===== src/rtl/node_port_pkg.sv =====
// Shared NoC definitions for the node-side router port: packet layout,
// serialization width and the TX/RX state encodings.
package node_port_pkg;

   localparam int unsigned PKT_BYTES = 4;
   localparam int unsigned PKT_W     = PKT_BYTES * 8;

   typedef struct packed {
      logic [3:0]  src;
      logic [3:0]  dest;
      logic [23:0] data;
   } pkt_t;

   typedef enum logic [2:0] {
      StIdle,
      StB0,
      StB1,
      StB2,
      StB3,
      StGap
   } tx_state_e;

   typedef enum logic [2:0] {
      StRIdle,
      StR1,
      StR2,
      StR3,
      StRFull
   } rx_state_e;

   // Saturating 16-bit increment for the statistics counters.
   function automatic logic [15:0] sat_inc16(input logic [15:0] v);
      return (v == 16'hFFFF) ? v : v + 16'd1;
   endfunction

endpackage


===== src/rtl/node_tx_fifo.sv =====
// Packet FIFO for the TX path. Pointers wrap modulo DEPTH and the occupancy
// is kept in its own counter so full/empty need no pointer comparison.
// Writes while full and reads while empty are ignored.
module node_tx_fifo #(
   parameter int unsigned DEPTH = 4,
   parameter int unsigned WIDTH = 32,
   localparam int unsigned AW   = (DEPTH > 1) ? $clog2(DEPTH) : 1,
   localparam int unsigned CW   = $clog2(DEPTH + 1)
) (
   input  logic             clock,
   input  logic             reset_n,
   input  logic             we,
   input  logic [WIDTH-1:0] wdata,
   input  logic             re,
   output logic [WIDTH-1:0] rdata,
   output logic             full,
   output logic             empty,
   output logic [CW-1:0]    count
);

   logic [WIDTH-1:0] mem_q [DEPTH];
   logic [AW-1:0]    wr_ptr_q, rd_ptr_q;
   logic [CW-1:0]    count_q;
   logic             do_wr, do_rd;

   assign full  = (count_q == CW'(DEPTH));
   assign empty = (count_q == '0);
   assign count = count_q;
   assign rdata = mem_q[rd_ptr_q];
   assign do_wr = we & ~full;
   assign do_rd = re & ~empty;

   function automatic logic [AW-1:0] ptr_inc(input logic [AW-1:0] p);
      return (p == AW'(DEPTH - 1)) ? '0 : p + AW'(1);
   endfunction

   // Pointer and occupancy bookkeeping.
   always_ff @(posedge clock) begin
      if (!reset_n) begin
         wr_ptr_q <= '0;
         rd_ptr_q <= '0;
         count_q  <= '0;
      end else begin
         if (do_wr) wr_ptr_q <= ptr_inc(wr_ptr_q);
         if (do_rd) rd_ptr_q <= ptr_inc(rd_ptr_q);
         if (do_wr && !do_rd)      count_q <= count_q + CW'(1);
         else if (do_rd && !do_wr) count_q <= count_q - CW'(1);
      end
   end

   // Storage array; contents are don't-care until written.
   always_ff @(posedge clock) begin
      if (do_wr) mem_q[wr_ptr_q] <= wdata;
   end

endmodule


===== src/rtl/node_port.sv =====
// Node-side endpoint of a NoC router link. TX buffers whole packets and
// serializes each into a 4-byte put/payload burst once the router reports
// free; RX reassembles 4-byte bursts into packets and throttles the router
// through free_out. Define NODE_PORT_STATS_EN to add saturating packet
// counters tx_pkt_count / rx_pkt_count.
module node_port
   import node_port_pkg::*;
#(
   parameter int unsigned TXQ_DEPTH  = 4,
   parameter int unsigned GAP_CYCLES = 2
) (
   input  logic        clock,
   input  logic        reset_n,
   input  logic [31:0] pkt_in,
   input  logic        pkt_in_valid,
   output logic        pkt_in_ready,
   input  logic        free_in,
   output logic        put_out,
   output logic [7:0]  payload_out,
   input  logic        put_in,
   input  logic [7:0]  payload_in,
   output logic        free_out,
   output logic [31:0] pkt_out,
   output logic        pkt_out_valid,
   input  logic        pkt_out_ready,
   output logic        rx_overrun
`ifdef NODE_PORT_STATS_EN
   ,
   output logic [15:0] tx_pkt_count,
   output logic [15:0] rx_pkt_count
`endif
);

   localparam int unsigned CW    = $clog2(TXQ_DEPTH + 1);
   localparam int unsigned GAP_W = (GAP_CYCLES > 1) ? $clog2(GAP_CYCLES) : 1;

   // ---------------------------------------------------------------- TX
   logic [PKT_W-1:0] fifo_rdata;
   logic             fifo_full, fifo_empty;
   logic [CW-1:0]    fifo_count;
   logic             unused_fifo_count;
   pkt_t             head;

   tx_state_e        tx_state_q, tx_state_d;
   logic [GAP_W-1:0] gap_q, gap_d;
   logic [31:0]      shift_q, shift_d;
   logic             put_q, put_d;
   logic [7:0]       payload_q, payload_d;
   logic             tx_pop;

   node_tx_fifo #(
      .DEPTH (TXQ_DEPTH),
      .WIDTH (PKT_W)
   ) u_tx_fifo (
      .clock   (clock),
      .reset_n (reset_n),
      .we      (pkt_in_valid),
      .wdata   (pkt_in),
      .re      (tx_pop),
      .rdata   (fifo_rdata),
      .full    (fifo_full),
      .empty   (fifo_empty),
      .count   (fifo_count)
   );

   assign unused_fifo_count = ^fifo_count;
   assign head              = fifo_rdata;
   assign pkt_in_ready      = ~fifo_full;
   assign put_out           = put_q;
   assign payload_out       = payload_q;

   // TX next state: pop on launch, shift one byte per burst cycle, then gap.
   always_comb begin
      tx_state_d = tx_state_q;
      gap_d      = gap_q;
      shift_d    = shift_q;
      tx_pop     = 1'b0;
      unique case (tx_state_q)
         StIdle: begin
            if (!fifo_empty && free_in) begin
               tx_pop     = 1'b1;
               shift_d    = {head.src, head.dest, head.data};
               tx_state_d = StB0;
            end
         end
         StB0: begin
            shift_d    = {shift_q[23:0], 8'h00};
            tx_state_d = StB1;
         end
         StB1: begin
            shift_d    = {shift_q[23:0], 8'h00};
            tx_state_d = StB2;
         end
         StB2: begin
            shift_d    = {shift_q[23:0], 8'h00};
            tx_state_d = StB3;
         end
         StB3: begin
            gap_d      = '0;
            tx_state_d = StGap;
         end
         StGap: begin
            if (gap_q == GAP_W'(GAP_CYCLES - 1)) tx_state_d = StIdle;
            else                                 gap_d      = gap_q + GAP_W'(1);
         end
         default: tx_state_d = StIdle;
      endcase
      // Outputs are registered from the next state so byte k shows in state Bk.
      put_d     = tx_state_d inside {StB0, StB1, StB2, StB3};
      payload_d = put_d ? shift_d[31:24] : 8'h00;
   end

   // TX state and output registers.
   always_ff @(posedge clock) begin
      if (!reset_n) begin
         tx_state_q <= StIdle;
         gap_q      <= '0;
         shift_q    <= '0;
         put_q      <= 1'b0;
         payload_q  <= 8'h00;
      end else begin
         tx_state_q <= tx_state_d;
         gap_q      <= gap_d;
         shift_q    <= shift_d;
         put_q      <= put_d;
         payload_q  <= payload_d;
      end
   end

   // ---------------------------------------------------------------- RX
   rx_state_e   rx_state_q, rx_state_d;
   logic [23:0] asm_q, asm_d;
   logic [31:0] pkt_out_q, pkt_out_d;
   logic        valid_q, valid_d;
   logic        ovr_q, ovr_d;
   logic        rx_free;

   assign rx_free       = (rx_state_q == StRIdle) && !valid_q;
   assign free_out      = rx_free;
   assign pkt_out       = pkt_out_q;
   assign pkt_out_valid = valid_q;
   assign rx_overrun    = ovr_q;

   // RX next state: gather bytes, publish on the 4th, drop anything unsolicited.
   always_comb begin
      rx_state_d = rx_state_q;
      asm_d      = asm_q;
      pkt_out_d  = pkt_out_q;
      valid_d    = valid_q;
      ovr_d      = ovr_q;
      unique case (rx_state_q)
         StRIdle: begin
            if (put_in) begin
               if (rx_free) begin
                  asm_d      = {asm_q[15:0], payload_in};
                  rx_state_d = StR1;
               end else begin
                  ovr_d = 1'b1;
               end
            end
         end
         StR1: begin
            if (put_in) begin
               asm_d      = {asm_q[15:0], payload_in};
               rx_state_d = StR2;
            end
         end
         StR2: begin
            if (put_in) begin
               asm_d      = {asm_q[15:0], payload_in};
               rx_state_d = StR3;
            end
         end
         StR3: begin
            if (put_in) begin
               pkt_out_d  = {asm_q, payload_in};
               valid_d    = 1'b1;
               rx_state_d = StRFull;
            end
         end
         StRFull: begin
            if (put_in) ovr_d = 1'b1;
            if (pkt_out_ready) begin
               valid_d    = 1'b0;
               rx_state_d = StRIdle;
            end
         end
         default: rx_state_d = StRIdle;
      endcase
   end

   // RX state and output registers.
   always_ff @(posedge clock) begin
      if (!reset_n) begin
         rx_state_q <= StRIdle;
         asm_q      <= '0;
         pkt_out_q  <= '0;
         valid_q    <= 1'b0;
         ovr_q      <= 1'b0;
      end else begin
         rx_state_q <= rx_state_d;
         asm_q      <= asm_d;
         pkt_out_q  <= pkt_out_d;
         valid_q    <= valid_d;
         ovr_q      <= ovr_d;
      end
   end

`ifdef NODE_PORT_STATS_EN
   logic [15:0] tx_cnt_q, rx_cnt_q;

   // Packet counters: TX counts on the last burst byte, RX on packet completion.
   always_ff @(posedge clock) begin
      if (!reset_n) begin
         tx_cnt_q <= '0;
         rx_cnt_q <= '0;
      end else begin
         if (tx_state_q == StB3)                 tx_cnt_q <= sat_inc16(tx_cnt_q);
         if ((rx_state_q == StR3) && put_in)     rx_cnt_q <= sat_inc16(rx_cnt_q);
      end
   end

   assign tx_pkt_count = tx_cnt_q;
   assign rx_pkt_count = rx_cnt_q;
`endif

endmodule

===== config.mk =====
export PLATFORM = sky130hd
export DESIGN_NAME = node_port
export DESIGN_NICKNAME = d
export VERILOG_FILES = /design/src/rtl/node_port_pkg.sv /design/src/rtl/node_tx_fifo.sv /design/src/rtl/node_port.sv
export SDC_FILE = /design/constraint.sdc
export NUM_CORES = 1
export LEC_CHECK = 0
export CAP_MARGIN = 20
export CORE_ASPECT_RATIO = 1.75
export CORE_MARGIN = 2
export CORE_UTILIZATION = 50
export CTS_CLUSTER_DIAMETER = 40
export DETAILED_ROUTE_END_ITERATION = 12
export PLACE_DENSITY = 0.71
export SYNTH_ARGS = -nofsm -noshare
export SYNTH_HDL_FRONTEND = slang
export SYNTH_HIERARCHICAL = 1
export SYNTH_SLANG_ARGS = --single-unit

===== constraint.sdc =====
create_clock -name clock -period 3.3 [get_ports clock]
set_input_delay 0.825 -clock clock [delete_from_list [all_inputs] [get_ports clock]]
set_output_delay 0.825 -clock clock [all_outputs]
set_load 0.01 [all_outputs]

Word level (Yosys, flattened, before mapping)
Memories as Yosys holds them, arrays and structs flattened. A register that Yosys moved wholly into a read port is not among the register bits.
Index checks and enable logic that the tools add are counted.
{ "totals": {"register_bits": 113, "ram_bits": 128, "in_bits": 46, "output_inout_bits": 45, "n_memories": 1} }
{ "classes": {"add_sub_neg": 5, "eq_ne": 26, "mux": 34, "n_bitwise": 4, "n_reduce_logical": 27} }
{ "memory_table": {"columns": ["name", "depth", "word_bits", "rd", "rd_clocked_by_memory_dff", "write_ports", "line_no", "rtl"], "rows": [
  ["u_tx_fifo.mem_q", 4, 32, 1, 1, 1, "node_tx_fifo.sv:21", "logic [WIDTH-1:0] mem_q [DEPTH];"]
]} }
{ "op_table": {"columns": ["operator", "count"], "rows": [
  ["24-bit two-way mux", 3],
  ["32-bit one-hot mux with 2 select lines", 1],
  ["24-bit one-hot mux with 2 select lines", 1],
  ["32-bit two-way mux", 1],
  ["3-bit two-way mux", 10],
  ["3-bit by 2-bit equality test with 1-bit output (second input constant)", 6],
  ["2-bit inequality test (second input constant)", 9],
  ["3-bit one-hot mux with 6 select lines", 1],
  ["3-bit equality test (second input constant)", 5],
  ["3-bit one-hot mux with 5 select lines", 1],
  ["2-bit nonzero test", 6],
  ["3-bit by 1-bit equality test with 1-bit output (second input constant)", 3],
  ["3-bit zero test", 3],
  ["1-bit two-way mux", 9],
  ["2-bit two-way mux", 4],
  ["4-bit AND reduction", 2],
  ["1-bit one-hot mux with 2 select lines", 3],
  ["2-bit AND reduction", 3],
  ["6-bit AND reduction", 1],
  ["2-bit by 1-bit adder with 2-bit output (second input constant)", 2],
  ["2-bit equality test (second input constant)", 2],
  ["1-bit logical AND", 4],
  ["1-bit zero test", 4],
  ["4-bit nonzero test", 1],
  ["other kinds (9)", 11]
]} }

Logic depth before layout (Yosys ltp)
Gate-level depths: netlist of run 1.
{ "depth": {"word_depth": 9, "depth_mapped": 13, "depth_no_buf": 11} }

Modules after synthesis
The synthesis of run 1 kept the hierarchy.
{ "modules_own_cells": {"columns": ["mod", "instances", "cells_per_inst", "area_each_um2"], "rows": [
  ["node_tx_fifo", 1, 218, 5138.7],
  ["node_port", 1, 488, 4249.1]
]} }

Worst setup path after synthesis of run 1
Ideal clock, no wire load.
{ "synth_timing": {"path_kind": "input to register", "startpoint": "input free_in", "endpoint": "register u_tx_fifo.count_q[2], in the netlist u_tx_fifo/count[2]", "setup_time_ps": 76, "t_arrival_ps": 2894, "path_slack_ps": 330, "stages": 12, "path_buffers": 2, "path_cell_list": "nor2b_1 -> buf_4 -> nand2_2 -> inv_2 -> buf_4 -> o31ai_1 -> ha_1 -> inv_1 -> fa_1 -> xor2_1 -> or3_1 -> a21boi_0"} }
{ "synth_between": {"elab_chain_len": 7} }
{ "synth_lines": {"columns": ["element", "line_no", "rtl"], "rows": [
  ["from (decl)", "node_port.sv:17", "input logic free_in,"],
  ["1-bit logical AND (*)", "node_port.sv:80", "if (!fifo_empty && free_in) begin"],
  ["1-bit two-way mux (*)", "node_port.sv:80", null],
  ["1-bit two-way mux (*)", "node_port.sv:78", "unique case (tx_state_q)"],
  ["named net tx_pop", "node_port.sv:49", "logic tx_pop;"],
  ["1-bit bitwise AND (*)", "node_tx_fifo.sv:31", "assign do_rd = re & ~empty;"],
  ["1-bit zero test", "node_tx_fifo.sv:46", "if (do_wr && !do_rd) count_q <= count_q + CW'(1);"],
  ["1-bit logical AND", "node_tx_fifo.sv:46", null],
  ["3-bit two-way mux or 2-bit nonzero test (tied branches)", null, null],
  ["to (signal assigned)", "node_tx_fifo.sv:46", null],
  ["to (signal assigned)", "node_tx_fifo.sv:47", "else if (do_rd && !do_wr) count_q <= count_q - CW'(1);"],
  ["to (decl)", "node_tx_fifo.sv:23", "logic [CW-1:0] count_q;"]
]} }
The timed path passes the listed nets; every way through them passes the cells marked *.
A chain may end at the register's enable or synchronous reset.

Final worst setup path of run 1
{ "layout_timing": {"startpoint": "register rx_state_q[1]", "endpoint": "output free_out"} }
{ "layout_between": {"elab_chain_len": 2} }
{ "layout_lines": {"columns": ["element", "line_no", "rtl"], "rows": [
  ["from (decl)", "node_port.sv:131", "rx_state_e rx_state_q, rx_state_d;"],
  ["from (signal assigned)", "node_port.sv:195", "rx_state_q <= StRIdle;"],
  ["from (signal assigned)", "node_port.sv:201", "rx_state_q <= rx_state_d;"],
  ["3-bit zero test", "node_port.sv:138", "assign rx_free = (rx_state_q == StRIdle) && !valid_q;"],
  ["1-bit logical AND", "node_port.sv:138", null],
  ["to (decl)", "node_port.sv:22", "output logic free_out,"]
]} }
No other way between the ends.

==> impl_metrics.csv, run 1 <==
group,metric,value,unit
status,status,"complete, no violations",
synth,synth_top_area_share,40.94,%
clock_network,cts-buffers-inserted,22,
sta,setup_ws,539.1,ps
worst_setup_path,r2r_setup_slack,680,ps
clock_network,clockRootBuffer,"clkbuf_16",
finish,fin_nets,842,
clock_network,clock-sinks,243,
synth,syn_nets,759,
sta,finalSetupViolations,0,
clock_network,path_clk_slew,60,ps
worst_setup_path,critPathBufInv,1,
finish,layout-drive-gt1-share,11.06,%
hold_path,hold_depth,2,
finish,n_antenna_cell,0,
worst_setup_path,crit_slowest_cell,"clkdlybuf4s50_1",
synth,synth_seq_cells,243,
clock_network,cts_tree,"yes",
worst_setup_path,crit_chain,"nor4_1, clkdlybuf4s50_1",
run,drv_cap,0,
worst_setup_path,r2r_start,"u_tx_fifo/count[0]$_SDFFE_PN0P_",
floorplanning,start_util,50.75,%
sta,fin_worst_skew,6.651,ps
finish,fill_cells,1446,
synth,synth.distinct_cells,47,
pwr,max-vdd-ir-drop,0.5651,mV
route,vias,5617,
worst_setup_path,timing.rr.end,"u_tx_fifo/count[2]$_SDFFE_PN0P_",
sta,finalHoldViolations,0,
floorplanning,die_w,107.6,um
route,drtIter0Drc,303,
place,io_buffers,90,
route,route.detailed.drc,0,
synth,synth_ff_type,"edfxtp_1",
hold_path,min-delay-start,"pkt_out[25]$_SDFFE_PN0P_",
synth,avgSynthCellArea,13.30,sq um
synth,ys_seq_area_share,65.47,%
synth,syn_inst,706,
finish,design_area,11060,sq um
worst_setup_path,path_class,"register to output port",
global_route,grt_usage,18.53,%
floorplanning,coreArea,18500,sq um
sta,min_period,2761,ps
global_route,grt_pass1_vias,5936,
sta,rsz0062_at_grt,"false",
route,ant_nets,0,
route,drtPass1Iterations,5,
worst_setup_path,rr_worst_depth,11,
global_route,grt_start_max_net_pins,69,
sta,worst_pin_slew,689.1,ps
finish,syn2layout_area_growth,17.85,%
worst_setup_path,max_stage_delay,620,ps
worst_setup_path,cp_top_family,"buffers and inverters",
worst_setup_path,arrival,1940,ps
floorplanning,rows,66,
hold_path,hold_class,"register to register",
worst_setup_path,cp-start-kind,"register",
global_route,antenna_found_initial,0,
route,viasPerCell,5.385,
route,routedWlPerCell,17.32,um
place,dp.final_hpwl,12540,um
synth,synth-async-reset-ratio,0,%
synth,synth_area_leaders,"edfxtp_1 (41%), dfxtp_1 (25%), mux4_2 (7.2%)",
sta,slew_violations,0,
clock_network,cts_buffer_depth,3,
worst_setup_path,crit_required,2470,ps
global_route,grt_remaining_overflow,0,
sta,relSlewSlack,54.01,%
worst_setup_path,end_kind,"output port",
synth,yosys.area.top_type,"edfxtp_1",
place,placed_cell_area,10390,sq um
clock_network,cts_resized,0,
hold_path,whs_endpoint,"pkt_out[25]$_SDFFE_PN0P_",
pwr,power.leakage,3.659,nW
synth,synth_area,9388,sq um
pwr,power_density,707.6,nW/um^2
worst_setup_path,cp-startpoint,"rx_state_q[1]$_SDFFE_PN0P_",
clock_network,post_cts_buffers,0,
place,pre_cts_slack,96.21,ps
floorplanning,die-area,19930,sq um
synth,yosys_warnings,6,
synth,synth_edf_count,128,
worst_setup_path,critPathMaxFanout,8,
clock_network,cts_hold_buf,0,
sta,fmax,362.2,MHz
global_route,grt_pass1_wl,29180,um
floorplanning,die_h,185.3,um
clock_network,h-tree-depth,1,
place,place_congestion,0.7951,
route,wirelength,18060,um
floorplanning,ios,91,
sta,setup_tns,0,ps
sta,post-route-period-util,83.66,%
clock_network,clk_latency,500,ps
-- tightest hold or removal path: stages, from the launching register on --
cell and delay (ps):
dfxtp_1 310, nand2_1 50, a21boi_1 50
-- worst max-delay path by stage --
stage	to	slack, ps	depth (start not counted)
3_5_place_dp	u_tx_fifo/count[2]$_SDFFE_PN0P_	100	11
2_1_floorplan	u_tx_fifo/count[2]$_SDFFE_PN0P_	330	12
3_3_place_gp	u_tx_fifo/count[2]$_SDFFE_PN0P_	220	11
6_report	free_out	540	2
5_1_grt	free_out	440	2
4_1_cts	free_out	510	2
-- cell usage after synthesis (all sizes together) (5+ instances only) --
| cell type | instances |
|---|---|
| o21ai | 6 |
| inv | 6 |
| clkbuf | 14 |
| nor2 | 9 |
| a21oi | 7 |
| mux4 | 32 |
| a21boi | 82 |
| buf | 32 |
| nand2b | 5 |
| nand2 | 167 |
| and2 | 20 |
| o221ai | 7 |
| nor2b | 8 |
| dfxtp | 115 |
| a22oi | 16 |
| mux2i | 11 |
| edfxtp | 128 |
| nand3 | 12 |
| ha | 6 |
-- cell usage in the layout (no fill, tap or decap), types with 15 or more instances in the layout --
cell / instances
mux4_2: 30
a21boi_0: 46
edfxtp_1: 128
a21boi_1: 36
buf_4: 15
a22oi_1: 16
nand2_1: 166
dfxtp_1: 114
clkdlybuf4s50_1: 89
and2_1: 20
clkbuf_16: 23
-- final cells by class --
| cell class | instances | area, sq um | area share, % |
|---|---|---|---|
| multi-input combinational | 411 | 2914 | 26.34 |
| clock buffer | 33 | 624.3 | 5.644 |
| inverter | 6 | 22.52 | 0.2036 |
| timing repair buffer | 105 | 1008 | 9.116 |
| clock inverter | 7 | 48.80 | 0.4411 |
| sequential | 243 | 6147 | 55.56 |
| tap | 238 | 297.8 | 2.692 |
-- sequential cells by signal, indices dropped and copies added, names as in the netlist, named ones only --
name,count
u_tx_fifo/mem_q,128
pkt_out,32
shift_q,32
asm_q,24
payload_out,8
rx_state_q,3
tx_state_q,3
u_tx_fifo/count,3
u_tx_fifo/rd_ptr_q,2
u_tx_fifo/wr_ptr_q,2
gap_q,1
pkt_out_valid,1
put_out,1
rx_overrun,1
-- metrics by stage --
stage | power [mW] | hold slack [ps] | utilization [%] | instances
finish | 7.828 | 452.1 | 59.81 | 1043
global route | 8.207 | 479.4 | 59.81 | 1043
CTS | 7.913 | 454.0 | 59.81 | 1043
detailed placement | 5.529 | 445.3 | 56.17 | 1003
global placement | 5.448 | 441.4 | 56.17 | 1003
floorplan | 5.094 | 431.0 | - | 706
-- routing by layer --
layer / vias to the layer above / GRT usage [%] / share of wire [%]
met4: 0 / 7.436 / 3.7
li1: 2692 / - / -
met3: 45 / 2.639 / 4.2
met1: 2744 / 20.15 / 36
met5: - / 0 / 0
met2: 136 / 35.37 / 56
-- logic make-up (layout without fill, tap and decap cells) --
kind of cell | Yosys count | after routing | share of synthesized area (%)
flip-flops | 243 | 243 | 65.47
AND/OR/NAND/NOR | 233 | 233 | 11.00
AO/OA/AOI/OAI | 123 | 123 | 9.583
buffers and inverters | 52 | 151 | 3.519
multiplexers | 44 | 44 | 9.050
adder cells (fa/ha/maj) | 7 | 7 | 1.013
XOR/XNOR | 4 | 4 | 0.3733
-- power by group --
group / switching (mW) / total (mW) / internal [mW] / leakage (nW)
sequential: 0.233 / 3.82 / 3.59 / 2.11
combinational: 0.906 / 1.63 / 0.720 / 1.21
clock: 1.06 / 2.38 / 1.33 / 0.337
total: 2.19 / 7.83 / 5.63 / 3.66
(Power assumes the default switching activity.)
==> inputs of run 2 (changes only) <==
==> constraint.sdc (replaced) <==
create_clock -name clock -period 2.6 [get_ports clock]
set_input_delay 0.65 -clock clock [delete_from_list [all_inputs] [get_ports clock]]
set_output_delay 0.65 -clock clock [all_outputs]
set_load 0.01 [all_outputs]
==> run 2 against run 1 <==
Net effect:
- total power rose by 33%
- routed wire length fell by 1.3%
- combinational power is 33% higher
- die area unchanged
- clock power up 43%
- largest power group unchanged
==> impl_metrics.csv, run 2 (synthesized netlist as in run 1, its figures left out) <==
group,metric,value,unit
status,status,"complete, no violations",
finish,largest_reg_flops,128,
pwr,max-vdd-ir-drop,0.6347,mV
route,ant_nets,0,
clock_network,cts_tree,"yes",
finish,fin_nets,848,
route,wirelength,17830,um
pwr,p_clk_share,32.7,%
place,dp.final_hpwl,12290,um
global_route,grt_remaining_overflow,0,
floorplanning,coreArea,18500,sq um
place,io_buffers,90,
clock_network,cts_hold_buf,0,
finish,layout_common_cells,"nand2_1 (166), edfxtp_1 (128), dfxtp_1 (114)",
place,placed_cells,1008,
floorplanning,start_util,50.75,%
global_route,grt_usage,18.24,%
pwr,swShare,27.23,%
worst_setup_path,max_stage_delay,590,ps
floorplanning,die_h,185.3,um
finish,design_area,11300,sq um
sta,worst_pin_slew,659.5,ps
route,route.detailed.drc,0,
pwr,power_density,921.6,nW/um^2
worst_setup_path,crit_required,1950,ps
route,drtIter0Drc,335,
sta,relSlewSlack,55.99,%
sta,rsz0062_at_grt,"false",
floorplanning,die-area,19930,sq um
place,place_congestion,0.7882,
worst_setup_path,critPathMaxFanout,8,
sta,finalHoldViolations,0,
worst_setup_path,path_class,"register to output port",
finish,final_cells,1050,
route,routedWlPerCell,16.98,um
worst_setup_path,end_kind,"output port",
clock_network,cts-buffers-inserted,23,
global_route,antenna_found_initial,0,
clock_network,clockRootBuffer,"clkbuf_16",
sta,slew_violations,0,
place,pre_cts_slack,-201.6,ps
floorplanning,die_w,107.6,um
sta,fin_worst_skew,9.350,ps
sta,min_period,2427,ps
worst_setup_path,arrival,1780,ps
worst_setup_path,cp-start-kind,"register",
finish,syn2layout_area_growth,20.42,%
finish,n_antenna_cell,0,
sta,fmax,412.0,MHz
pwr,p_int,7.581,mW
clock_network,cts_resized,0,
pwr,pwr-share-seq,46.4,%
global_route,met1_usage,19.59,%
worst_setup_path,crit_slowest_cell,"clkdlybuf4s50_1",
clock_network,clock-sinks,243,
sta,post-route-period-util,93.35,%
finish,layout-drive-gt1-share,12.19,%
clock_network,h-tree-depth,1,
global_route,grt_start_max_net_pins,78,
finish,final_core_util,61.11,%
global_route,grt_pass1_wl,28720,um
global_route,grt.met3_usage,2.287,%
sta,setup_ws,173.0,ps
finish,top_register,"u_tx_fifo/mem_q",
pwr,combPwrFrac,20.9,%
clock_network,path_clk_slew,60,ps
clock_network,cts_buffer_depth,3,
run,drv_cap,0,
global_route,busiest_layer,"met2",
worst_setup_path,crit_chain,"nor4_1, clkdlybuf4s50_1",
route,drtPass1Iterations,4,
sta,finalSetupViolations,0,
route,vias,5577,
finish,mostFrequentLayoutCell,"nand2_1",
floorplanning,rows,66,
hold_path,hold_class,"register to register",
place,placed_cell_area,10530,sq um
global_route,grt_pass1_vias,5760,
clock_network,clk_latency,500,ps
pwr,p_switching,2.837,mW
global_route,grtUsageMet2,35.75,%
pwr,fin_total_pwr,10.42,mW
pwr,power.leakage,3.739,nW
clock_network,post_cts_buffers,0,
route,viasPerCell,5.311,
floorplanning,ios,91,
==> run 2: cell types whose count changed in the layout (fill, tap and decap cells not counted), moves of 4 or more <==
cell | before | now
clkbuf_1 | 8 | 4
bufinv_16 | 0 | 4
buf_12 | 0 | 6
clkinv_1 | 0 | 5
==> run 2: power groups by stage <==
| stage | clock, mW | sequential (mW) | combinational, mW |
|---|---|---|---|
| final | 3.41 | 4.83 | 2.17 |
| after global routing | 3.64 | 4.89 | 2.39 |
| after CTS | 3.48 | 4.84 | 2.20 |
| after detailed placement | 0 | 4.91 | 2.19 |
| after global placement | 0 | 4.88 | 2.14 |
| after floorplan | 0 | 4.80 | 1.71 |
==> run 2: critical path: cells and delay by family, from the launching register on <==
kind | cells | cell delay, ps
AND/OR/NAND/NOR | 1 | 310
buffers and inverters | 1 | 590
flip-flops | 1 | 380
==> run 2: layer usage <==
| metal | share of wire [%] | vias to the layer above |
|---|---|---|
| met4 | 2.7 | 0 |
| met1 | 37 | 2709 |
| met3 | 3.7 | 29 |
| li1 | - | 2711 |
| met2 | 56 | 128 |
| met5 | 0 | - |
==> run 2: area by class of cell <==
class	count	area, sq um
fillers	1450	7193
clock buffers	27	590.6
flip-flops and latches	243	6147
repair buffers	110	1121
well taps	238	297.8
inverters	6	25.02
clock inverters	15	185.2
multi-input cells	411	2938
==> run 2: worst paths after layout <==
check	cells past startpoint	startpoint	to	slack [ps]
worst max-delay path	2	rx_state_q[0]$_SDFFE_PN0P_	free_out	170
worst min-delay path	2	pkt_out[25]$_SDFFE_PN0P_	pkt_out[25]$_SDFFE_PN0P_	450
worst max register to register	11	u_tx_fifo/count[2]$_SDFFE_PN0P_	u_tx_fifo/count[2]$_SDFFE_PN0P_	250
worst min register to register	2	pkt_out[25]$_SDFFE_PN0P_	pkt_out[25]$_SDFFE_PN0P_	450
==> run 2: stage by stage <==
step                hold WS (ps)  setup TNS (ps)
finish                     453.7               0
global route               468.0               0
CTS                        453.8               0
detailed placement         444.8          -304.1
global placement           439.7          -87.91
floorplan                  431.0               0
==> inputs of run 3 (changes only) <==
--- a/config.mk
+++ b/config.mk
@@ -11,6 +11,8 @@
 export CORE_UTILIZATION = 50
 export CTS_CLUSTER_DIAMETER = 40
 export DETAILED_ROUTE_END_ITERATION = 12
+export GPL_TIMING_DRIVEN = 0
+export HOLD_SLACK_MARGIN = 0.02
 export PLACE_DENSITY = 0.71
 export SYNTH_ARGS = -nofsm -noshare
 export SYNTH_HDL_FRONTEND = slang
==> run 3 against run 2 <==
Net effect:
- maximum frequency fell by 4.2%
- clock-buffer cell count grew 1
- via count grew 3.4%
- total power increased by 3.0%
- first-iteration DRC count is 22% lower
- sequential power is essentially flat
- worst hold slack worse by 2.2 ps
- die area is the same
- global-route usage up 1.3 points
- cell area grew 1.6%
- critical path type is now input pin to register
- critical endpoint is now u_tx_fifo/count[2]$_SDFFE_PN0P_
==> impl_metrics.csv, run 3 (synthesized netlist as in run 1, its figures left out) <==
group,metric,value,unit
status,status,"complete, no violations",
hold_path,hold_class,"register to register",
worst_setup_path,crit_slowest_cell,"clkdlybuf4s50_1",
worst_setup_path,critPathMaxFanout,10,
clock_network,cts_hold_buf,0,
clock_network,cts_tree,"yes",
worst_setup_path,end_kind,"register",
worst_setup_path,crit_chain,"clkdlybuf4s50_1, nor2b_1, buf_6, nand2_8, inv_4, buf_6, o31ai_4, ha_2, inv_1, fa_2, xor2_1, or3_1, a21boi_1",
worst_setup_path,cp_top_family,"buffers and inverters",
worst_setup_path,cp-start-kind,"input pin",
finish,final_core_util,62.10,%
route,vias,5764,
worst_setup_path,timing.rr.end,"u_tx_fifo/count[2]$_SDFFE_PN0P_",
route,routedWlPerCell,17.87,um
place,place_congestion,0.8730,
worst_setup_path,max_stage_delay,450,ps
global_route,grt_start_max_net_pins,33,
floorplanning,rows,66,
pwr,max-vdd-ir-drop,0.6142,mV
place,io_buffers,90,
route,viasPerCell,5.337,
sta,min_period,2533,ps
floorplanning,die_h,185.3,um
clock_network,clk_latency,510,ps
clock_network,h-tree-depth,1,
route,drtPass1Iterations,4,
clock_network,cts-buffers-inserted,23,
worst_setup_path,arrival,2960,ps
worst_setup_path,cp.depth,13,
clock_network,path_clk_slew,60,ps
route,ant_nets,0,
floorplanning,ios,91,
pwr,power_density,934.5,nW/um^2
sta,slew_violations,0,
worst_setup_path,setup.worst_path.end,"u_tx_fifo/count[2]$_SDFFE_PN0P_",
finish,layout-drive-gt1-share,15.20,%
worst_setup_path,rr_worst_depth,13,
route,route.detailed.drc,0,
clock_network,clock-sinks,243,
floorplanning,coreArea,18500,sq um
global_route,grt_usage,19.57,%
clock_network,cts_buffer_depth,3,
global_route,grt_pass1_wl,30150,um
sta,finalHoldViolations,0,
finish,syn2layout_area_growth,22.36,%
finish,fin_nets,878,
sta,fmax,394.8,MHz
finish,n_antenna_cell,0,
finish,mostFrequentLayoutCell,"nand2_1",
pwr,power.leakage,3.873,nW
route,wirelength,19300,um
worst_setup_path,crit_top_cell,"buf_6",
place,dp.final_hpwl,13740,um
worst_setup_path,critPathBufInv,5,
finish,fill_cells,1444,
finish,top_register,"u_tx_fifo/mem_q",
finish,layout_common_cells,"nand2_1 (166), edfxtp_1 (128), dfxtp_1 (113)",
sta,post-route-period-util,97.41,%
floorplanning,die_w,107.6,um
worst_setup_path,cp-startpoint,"free_in",
worst_setup_path,crit_required,3030,ps
finish,design_area,11490,sq um
sta,worst_pin_slew,937.5,ps
worst_setup_path,r2r_setup_slack,120,ps
worst_setup_path,r2r_start,"u_tx_fifo/count[1]$_SDFFE_PN0P_",
clock_network,clockRootBuffer,"clkbuf_16",
worst_setup_path,path_class,"input pin to register",
sta,fin_worst_skew,11.11,ps
global_route,grt_pass1_vias,6042,
sta,relSlewSlack,37.50,%
place,placed_cell_area,10620,sq um
sta,finalSetupViolations,0,
route,drtIter0Drc,261,
floorplanning,die-area,19930,sq um
finish,largest_reg_flops,128,
floorplanning,start_util,50.75,%
global_route,grt_remaining_overflow,0,
global_route,antenna_found_initial,0,
run,drv_cap,0,
==> run 3: where the power goes <==
group	switching [mW]	internal (mW)	leakage, nW	total [mW]
Combinational	1.31	1.13	1.35	2.44
Sequential	0.244	4.56	2.11	4.80
Clock	1.42	2.07	0.411	3.49
==> run 3: worst min-delay path by stage <==
| stage | from | end | slack (ps) | cells after the start |
|---|---|---|---|---|
| floorplan | asm_q[17]$_SDFFE_PN0P_ | pkt_out[25]$_SDFFE_PN0P_ | 430 | 2 |
| global placement | pkt_out[7]$_SDFFE_PN0P_ | pkt_out[7]$_SDFFE_PN0P_ | 440 | 2 |
| detailed placement | pkt_out[25]$_SDFFE_PN0P_ | pkt_out[25]$_SDFFE_PN0P_ | 440 | 2 |
| CTS | pkt_out[25]$_SDFFE_PN0P_ | pkt_out[25]$_SDFFE_PN0P_ | 450 | 2 |
| global route | pkt_out[4]$_SDFFE_PN0P_ | pkt_out[4]$_SDFFE_PN0P_ | 480 | 2 |
| finish | pkt_out[25]$_SDFFE_PN0P_ | pkt_out[25]$_SDFFE_PN0P_ | 450 | 2 |
==> run 3: stage by stage <==
stage	total power [mW]	setup WS (ps)	hold WS (ps)	TNS [ps]	instances
after global placement	7.149	-586.0	441.7	-70930	1034
after global routing	11.22	-4.299	475.2	-4.299	1080
final	10.73	67.37	451.4	0	1080
after detailed placement	7.249	-663.2	444.7	-1386	1034
after floorplan	6.509	39.41	431.0	0	706
after CTS	10.82	22.99	453.3	0	1079
==> run 3: timing repair <==
item	4_1_cts	5_1_grt
gates resized for setup	5	1
pin swaps	2	2
setup buffers	3	1
endpoints found under the setup margin	2	1
==> run 3: area by class of cell <==
type	instances	area (sq um)	share of cell area (%)
multi-input cells	411	2960	25.77
clock buffers	28	656.9	5.718
clock inverters	14	152.6	1.329
repair buffers	94	930.9	8.104
flip-flops and latches	243	6148	53.52
inverters	6	25.02	0.2178
plain buffers	46	315.3	2.745
well taps	238	297.8	2.592
==> run 3: routing by layer <==
metal / part of all wire (%) / wire length (um) / track usage, %
met5: 0 / 0 / 0
met4: 3.4 / 651 / 8.000
met3: 4.1 / 794 / 2.780
met2: 57 / 11030 / 38.67
met1: 35 / 6824 / 19.98
==> run 3: worst reg2reg max path, cell delays in order (launching register included) <==
cell	delay [ps]
dfxtp_1	410
nor3_4	210
nor2b_1	80
buf_6	140
nand2_8	70
inv_4	60
buf_6	150
o31ai_4	70
ha_2	220
inv_1	50
fa_2	330
xor2_1	170
or3_1	310
a21boi_1	140
